**src/rtl/ex_wb_stage_if.sv**
```systemverilog
// EX->WB bundle: the EX-side instruction fields driven into the stage
// and the registered writeback, flag and branch results it returns.
// master = producer/consumer of the pipeline (EX side), slave = the stage.
interface ex_wb_if #(
  parameter int DW = 32,
  parameter int RW = 6,
  parameter int CW = 16
);
  logic          ex_valid;
  logic [2:0]    alu_op;
  logic [DW-1:0] alu_out;
  logic          alu_z;
  logic          alu_n;
  logic [DW-1:0] mem_data;
  logic          mem_to_reg;
  logic          reg_write;
  logic [RW-1:0] rd;
  logic [1:0]    br_type;
  logic [DW-1:0] br_target;

  logic          wb_valid;
  logic          wb_we;
  logic [RW-1:0] wb_rd;
  logic [DW-1:0] wb_data;
  logic          flag_z;
  logic          flag_n;
  logic          br_taken;
  logic [DW-1:0] br_pc;
  logic          flush;
  logic [CW-1:0] retired;

  modport master (
    output ex_valid, alu_op, alu_out, alu_z, alu_n,
    output mem_data, mem_to_reg, reg_write, rd,
    output br_type, br_target,
    input  wb_valid, wb_we, wb_rd, wb_data,
    input  flag_z, flag_n, br_taken, br_pc,
    input  flush, retired
  );

  modport slave (
    input  ex_valid, alu_op, alu_out, alu_z, alu_n,
    input  mem_data, mem_to_reg, reg_write, rd,
    input  br_type, br_target,
    output wb_valid, wb_we, wb_rd, wb_data,
    output flag_z, flag_n, br_taken, br_pc,
    output flush, retired
  );
endinterface

```
**src/rtl/ex_wb_stage.sv**
```systemverilog
// EX/WB stage: registers ALU/mem writeback, keeps Z/N flags, resolves
// branches on stored flags, pulses flush. Ports: clk_i, reset_i, stall_i, bus.
module ex_wb_stage #(
  parameter int DW = 32,
  parameter int RW = 6,
  parameter int CW = 16
) (
  input  logic clk_i,
  input  logic reset_i,
  input  logic stall_i,
  ex_wb_if.slave bus
);

  localparam logic [CW-1:0] ONE = {{(CW-1){1'b0}}, 1'b1};

  logic          wb_valid_q, wb_valid_d;
  logic          wb_we_q, wb_we_d;
  logic [RW-1:0] wb_rd_q, wb_rd_d;
  logic [DW-1:0] wb_data_q, wb_data_d;
  logic          flag_z_q, flag_z_d;
  logic          flag_n_q, flag_n_d;
  logic          br_q, br_d;
  logic [DW-1:0] br_pc_q, br_pc_d;
  logic [CW-1:0] ret_q, ret_d;

  logic accept;
  logic hit;

  // The cycle after a taken branch carries a wrong-path bundle.
  assign accept = bus.ex_valid & ~stall_i & ~br_q;

  // Resolution looks only at the flags stored before this edge.
  always_comb begin
    hit = 1'b0;
    unique case (bus.br_type)
      2'b01:   hit = flag_z_q;
      2'b10:   hit = flag_n_q;
      2'b11:   hit = 1'b1;
      default: hit = 1'b0;
    endcase
  end

  always_comb begin
    wb_valid_d = 1'b0;
    wb_we_d    = 1'b0;
    wb_rd_d    = wb_rd_q;
    wb_data_d  = wb_data_q;
    flag_z_d   = flag_z_q;
    flag_n_d   = flag_n_q;
    br_d       = 1'b0;
    br_pc_d    = br_pc_q;
    ret_d      = ret_q;
    if (accept) begin
      wb_valid_d = 1'b1;
      wb_we_d    = bus.reg_write;
      wb_rd_d    = bus.rd;
      wb_data_d  = bus.mem_to_reg ? bus.mem_data
                                  : bus.alu_out;
      if (bus.alu_op != 3'b000) begin
        flag_z_d = bus.alu_z;
        flag_n_d = bus.alu_n;
      end
      if (hit) begin
        br_d    = 1'b1;
        br_pc_d = bus.br_target;
      end
      ret_d = ret_q + ONE;
    end
  end

  always_ff @(posedge clk_i) begin
    if (reset_i) begin
      wb_valid_q <= 1'b0;
      wb_we_q    <= 1'b0;
      wb_rd_q    <= '0;
      wb_data_q  <= '0;
      flag_z_q   <= 1'b0;
      flag_n_q   <= 1'b0;
      br_q       <= 1'b0;
      br_pc_q    <= '0;
      ret_q      <= '0;
    end else begin
      wb_valid_q <= wb_valid_d;
      wb_we_q    <= wb_we_d;
      wb_rd_q    <= wb_rd_d;
      wb_data_q  <= wb_data_d;
      flag_z_q   <= flag_z_d;
      flag_n_q   <= flag_n_d;
      br_q       <= br_d;
      br_pc_q    <= br_pc_d;
      ret_q      <= ret_d;
    end
  end

  assign bus.wb_valid = wb_valid_q;
  assign bus.wb_we    = wb_we_q;
  assign bus.wb_rd    = wb_rd_q;
  assign bus.wb_data  = wb_data_q;
  assign bus.flag_z   = flag_z_q;
  assign bus.flag_n   = flag_n_q;
  assign bus.br_taken = br_q;
  assign bus.br_pc    = br_pc_q;
  assign bus.flush    = br_q;
  assign bus.retired  = ret_q;

endmodule

```
**src/flat_wrapper.sv**
```systemverilog
// flat-port wrapper written by rule: the top's interface ports become plain ports
module ex_wb_stage_flat 
#(
  parameter int DW = 32,
  parameter int RW = 6,
  parameter int CW = 16
)
  (clk_i, reset_i, stall_i, bus_ex_valid, bus_alu_op, bus_alu_out, bus_alu_z, bus_alu_n, bus_mem_data, bus_mem_to_reg, bus_reg_write, bus_rd, bus_br_type, bus_br_target, bus_wb_valid, bus_wb_we, bus_wb_rd, bus_wb_data, bus_flag_z, bus_flag_n, bus_br_taken, bus_br_pc, bus_flush, bus_retired);
  ex_wb_if #(.DW(DW), .RW(RW), .CW(CW)) bus_i ();
  input  logic clk_i;
  input  logic reset_i;
  input  logic stall_i;
  input wire logic [$bits(bus_i.ex_valid)-1:0] bus_ex_valid;
  input wire logic [$bits(bus_i.alu_op)-1:0] bus_alu_op;
  input wire logic [$bits(bus_i.alu_out)-1:0] bus_alu_out;
  input wire logic [$bits(bus_i.alu_z)-1:0] bus_alu_z;
  input wire logic [$bits(bus_i.alu_n)-1:0] bus_alu_n;
  input wire logic [$bits(bus_i.mem_data)-1:0] bus_mem_data;
  input wire logic [$bits(bus_i.mem_to_reg)-1:0] bus_mem_to_reg;
  input wire logic [$bits(bus_i.reg_write)-1:0] bus_reg_write;
  input wire logic [$bits(bus_i.rd)-1:0] bus_rd;
  input wire logic [$bits(bus_i.br_type)-1:0] bus_br_type;
  input wire logic [$bits(bus_i.br_target)-1:0] bus_br_target;
  output wire logic [$bits(bus_i.wb_valid)-1:0] bus_wb_valid;
  output wire logic [$bits(bus_i.wb_we)-1:0] bus_wb_we;
  output wire logic [$bits(bus_i.wb_rd)-1:0] bus_wb_rd;
  output wire logic [$bits(bus_i.wb_data)-1:0] bus_wb_data;
  output wire logic [$bits(bus_i.flag_z)-1:0] bus_flag_z;
  output wire logic [$bits(bus_i.flag_n)-1:0] bus_flag_n;
  output wire logic [$bits(bus_i.br_taken)-1:0] bus_br_taken;
  output wire logic [$bits(bus_i.br_pc)-1:0] bus_br_pc;
  output wire logic [$bits(bus_i.flush)-1:0] bus_flush;
  output wire logic [$bits(bus_i.retired)-1:0] bus_retired;
  assign bus_i.ex_valid = bus_ex_valid;
  assign bus_i.alu_op = bus_alu_op;
  assign bus_i.alu_out = bus_alu_out;
  assign bus_i.alu_z = bus_alu_z;
  assign bus_i.alu_n = bus_alu_n;
  assign bus_i.mem_data = bus_mem_data;
  assign bus_i.mem_to_reg = bus_mem_to_reg;
  assign bus_i.reg_write = bus_reg_write;
  assign bus_i.rd = bus_rd;
  assign bus_i.br_type = bus_br_type;
  assign bus_i.br_target = bus_br_target;
  assign bus_wb_valid = bus_i.wb_valid;
  assign bus_wb_we = bus_i.wb_we;
  assign bus_wb_rd = bus_i.wb_rd;
  assign bus_wb_data = bus_i.wb_data;
  assign bus_flag_z = bus_i.flag_z;
  assign bus_flag_n = bus_i.flag_n;
  assign bus_br_taken = bus_i.br_taken;
  assign bus_br_pc = bus_i.br_pc;
  assign bus_flush = bus_i.flush;
  assign bus_retired = bus_i.retired;
  ex_wb_stage #(.DW(DW), .RW(RW), .CW(CW)) u_core (.clk_i(clk_i), .reset_i(reset_i), .stall_i(stall_i), .bus(bus_i));
endmodule
```
**config.mk**
```make
export PLATFORM = sky130hd
export DESIGN_NAME = ex_wb_stage_flat
export DESIGN_NICKNAME = d
export VERILOG_FILES = /design/src/rtl/ex_wb_stage_if.sv /design/src/rtl/ex_wb_stage.sv /design/src/flat_wrapper.sv
export SDC_FILE = /design/constraint.sdc
export NUM_CORES = 1
export LEC_CHECK = 0
export ABC_AREA = 0
export CAP_MARGIN = 15
export CORE_AREA = 5 5 103 105
export CTS_BUF_LIST = sky130_fd_sc_hd__clkbuf_8
export DETAILED_ROUTE_END_ITERATION = 16
export DIE_AREA = 0 0 108 110
export MAX_ROUTING_LAYER = met4
export PLACE_DENSITY = 0.84
export SETUP_SLACK_MARGIN = 0.1
export SLEW_MARGIN = 10
export SYNTH_ARGS = -nofsm -noshare
export SYNTH_HDL_FRONTEND = slang
export SYNTH_SLANG_ARGS = --single-unit
```
**constraint.sdc**
```tcl
create_clock -name clk_i -period 1.9 [get_ports clk_i]
set_input_delay 0.38 -clock clk_i [delete_from_list [all_inputs] [get_ports clk_i]]
set_output_delay 0.38 -clock clk_i [all_outputs]
set_load 0.01 [all_outputs]
```
* After elaboration in Yosys (flattened, before gate mapping) *
Cells that the tools add are included.

storage, ports and cells
  bits in registers = 91
  latch bits = 0
  memory bits (writable) = 0
  ROM bits = 0
  input port bits = 115
  output and inout port bits = 92
  logic and storage cells = 26
  memories kept = 0

operators by class
  $add $sub $neg = 1
  multiply operators = 0
  divide/modulo/power cells = 0
  $lt $le $gt $ge = 0
  equal/unequal tests = 3
  shift-type cells = 0
  muxes and demuxes = 4
  bitwise logic cells = 5
  reduce and logical (&&, ||, !) cells = 4

operators with widths
  cell                   number
  $mux 32                1
  $add 16x1->16 const B  1
  $eq 2x2->1 const B     2
  $reduce_and 2->1       2
  $not 1->1              3
  $pmux 1 s3             1
  $reduce_bool 3->1      1
  $and 1x1->1            2
  $eq 2x1->1 const B     1
  $mux 1                 2
  $reduce_or 2->1        1

* Logic depth before layout (Yosys ltp) *
  depth after elaboration = 5
  mapped depth = 6
  mapped depth without buffers = 5

* Worst setup path before layout *
Ideal clock, no wire load.

  kind = flip-flop to flip-flop
  start = register u_core.ret_q[0], in the netlist u_core.bus.retired[0]
  end = register u_core.ret_q[12], in the netlist u_core.bus.retired[12]
  setup time = 0.070 ns
  data arrival time = 1.676 ns
  required time = 1.830 ns
  setup slack = 0.154 ns
  stages on the path, launching flop included = 6
  path buffers = 0
  period minus slack after synthesis = 1.746 ns
  path through = dfxtp_1 -> ha_1 -> nor4bb_1 -> nand2_1 -> or3_2 -> a21oi_1

between the ends
  word-level cells in the longest chain between the ends = 1

ends and longest elaborated chain
  item                      line               source
  start: declaration        ex_wb_stage.sv:24  logic [CW-1:0] ret_q, ret_d;
  start signal: assignment  ex_wb_stage.sv:91  ret_q <= ret_d;
  $add 16x1->16             ex_wb_stage.sv:67  ret_d = ret_q + ONE;

Every way passes these cells.
A chain may end at the register's enable or synchronous reset.

* Worst setup path after layout *
  start = input port bus_ex_valid
  end = register u_core.br_pc_q[30], in the netlist u_core.bus.br_pc[30]

between the ends
  word-level cells in the longest chain between the ends = 3

ends and longest elaborated chain
  item                               line                source
  start: declaration                 flat_wrapper.sv:13  input wire logic [$bits(bus_i.ex_valid)-1:0] bus_ex_valid;
  $and 1x1->1 (2 in series)          ex_wb_stage.sv:30   assign accept = bus.ex_valid & ~stall_i & ~br_q;
  $reduce_and 2->1 (no source line)  --
  end signal: assignment             ex_wb_stage.sv:90   br_pc_q <= br_pc_d;
  end: declaration                   ex_wb_stage.sv:23   logic [DW-1:0] br_pc_q, br_pc_d;

Every way passes these cells.

==> impl_metrics.toml <==
[status]
outcome = "finished, final reports clean"

[synthesis]
synth_common_cells = "dfxtp_1, nand2_1, a21oi_1, nor2_1, mux2i_1"
syn-num-nets = 527
async_flop_share_pct = 0
yosysWarnings = 0
ys_types = 34
seq_area_frac_synth_pct = 50.6
synth_top_area_share_pct = 50.6
synthTopCellsByArea = "dfxtp_1, mux2i_1, nand2_1, a211oi_1, a21oi_1"
avgSynthCellArea_um2 = 8.77
synth_seq_cells = 91
yosys.area.top_type = "dfxtp_1"
post-synth-top-count-cell = "dfxtp_1"
netlist_area_um2 = 3600
synth_enable_flop_cells = 0
dominantRegCellSynth = "dfxtp_1"
syn_inst = 411

[floorplan]
die_y_um = 110
io_pins = 207
die_area_um2 = 11900
design.core.area_um2 = 9550
row_count = 36
die-width_um = 108
start_util_pct = 37.7

[power]
powerDensity_nw_per_um2 = 646
power_uw = 4050
vdd_ir_drop_max_uv = 390
p_leak_uw = 0.00234

[global_route]
grt_first_pass_wirelength_um = 17600
grt_max_degree = 33
overflow = 0
grt.total_usage_pct = 19.2
grt_pass1_vias = 3873
antenna_found_initial = 0

[final_layout]
fin_area_um2 = 6260
fill_cells = 797
layout-drive-gt1-share_pct = 10.0
syn2layout_area_growth_pct = 73.7
num-nets-final = 741
n_antenna_cell = 0

[route]
wl_um = 11500
dr.pass1.iters = 4
ant_nets = 0
via_per_inst = 4.92
first_iter_violations = 132
wire_per_inst_um = 15.1
drc = 0
via_count = 3751

[clocking]
clock-sinks = 91
hold_buffers = 0
cts-root-buf = "clkbuf_8"
cts_buffers = 9
cts.clk_slew.worst_paths_ns = 0.08
cts_tree = "yes"
htreeDepth = 3
clkLatencyLatePin_ns = 0.34
clk_path_buf_depth = 2

[sta]
clock_skew_ns = 0.00597
max_slew_margin_pct = 65.6
tightest_slew_ns = 0.515
fin_crit_sh_pct = 92.0
rsz0062_at_grt = "true"
finalHoldViolCount = 0
setup_viol = 0
fin_crit_ns = 1.75
tns_ns = 0
slew_violations = 0
fin_ws_ns = 0.151
max_freq_mhz = 572

[critical_path]
cp-startpoint = "bus_ex_valid"
worstPathMaxFanout = 32
crit_type = "in2reg"
end_kind = "flip-flop"
worst_ep_required_time_ns = 2.14
cp-start-kind = "primary input"
arrival_ns = 1.99
reg2reg_from = "u_core.bus.retired[8]"

[placed_design]
numPortBuffers = 206
place_area_um2 = 5990
finalWeightedCongestion = 0.819
place_hpwl_um = 9050
pre_cts_ws_ns = -0.251

[worst_hold_path]
min_from = "u_core.bus.wb_rd[0]"
hold_path_class = "reg2reg"

[job]
drv_cap = 0
-- per-layer routing --
metal / vias to the layer above / global-route usage, % / wire, µm
li1: 1850 / - / -
met1: 1719 / 20.6 / 4480
met2: 155 / 34.5 / 5920
met3: 27 / 3.96 / 772
met4: 0 / 8.39 / 318
met5: - / - / 0
-- power breakdown --
group	internal, µW	switching, µW	total, µW
sequential	1980	42.6	2030
clock	603	675	1280
combinational	465	278	743
total	3050	996	4050
-- flip-flops by register name (all words and copies together) (netlist names) --
name                 cells
u_core.bus.retired      16
u_core.bus.flag_z        1
u_core.bus.wb_rd         6
u_core.bus.wb_we         1
u_core.bus.wb_valid      1
u_core.bus.br_taken      1
u_core.bus.flag_n        1
u_core.bus.br_pc        32
u_core.bus.wb_data      32
-- cell usage in the layout, fill, tap and decap left out, drive strengths merged --
master         instances
ha                     1
a31o                   1
nor3                   4
nand2                 81
a211oi                32
or4                    1
nand4bb                1
o31ai                  1
nor2                  46
and3                   1
buf                   29
nor4bb                 1
dfxtp                 91
mux2i                 34
xnor2                  4
nand3                  3
clkinvlp               2
dlymetal6s2s           3
or3b                   1
and4                   1
clkbuf                10
or3                    6
nor3b                  1
clkinv                 4
and2                   3
xor2                   5
a21oi                 46
o21ai                  4
clkdlybuf4s50        201
inv                    2
nor4                   2
nand4                  7
bufinv                 1
-- area by class of cell --
| cell class | instances | area, µm² | share of cell area, % |
|---|---|---|---|
| Clock buffer | 9 | 124 | 1.98 |
| Clock inverter | 7 | 68.8 | 1.10 |
| Inverter | 2 | 7.51 | 0.120 |
| Multi-Input combinational cell | 287 | 1680 | 26.8 |
| Sequential cell | 91 | 1830 | 29.2 |
| Tap cell | 133 | 166 | 2.66 |
| Timing Repair Buffer | 234 | 2390 | 38.2 |
-- cells by family after synthesis --
group,synth area share (%)
fa+ha+maj,0.347
compound gates,14.1
flops,50.6
simple gates,19.6
xor+xnor,2.19
mux,9.44
buf+inv,3.82
-- critical path, cell delays in order --
cell,delay [ns]
clkdlybuf4s50_1,0.48
or3b_4,0.39
or3_4,0.41
buf_12,0.17
nand2_1,0.09
a21oi_2,0.05
-- through the flow --
| stage | instances | utilization (%) | hold WS (ns) |
|---|---|---|---|
| after CTS | 760 | 64.8 | 0.461 |
| after floorplan | 411 | - | 0.481 |
| after global routing | 763 | 65.6 | 0.485 |
| final | 763 | 65.6 | 0.457 |
| after detailed placement | 744 | 62.7 | 0.448 |
| after global placement | 744 | 62.7 | 0.441 |
-- timing repair --
action,in CTS,in global routing
setup endpoints to repair,2,38
gates cloned,0,1
resized for setup,2,10
buffers inserted,0,2
pin swaps,0,1
-- final timing paths --
check             cells past startpoint                      to  slack (ns)
hold reg to reg                       2     u_core.bus.wb_rd[0]        0.46
setup / recovery                      6    u_core.bus.br_pc[30]        0.15
setup reg to reg                      4  u_core.bus.retired[13]        0.22
hold / removal                        2     u_core.bus.wb_rd[0]        0.46
No activity file was read; power rests on OpenSTA's default activity.
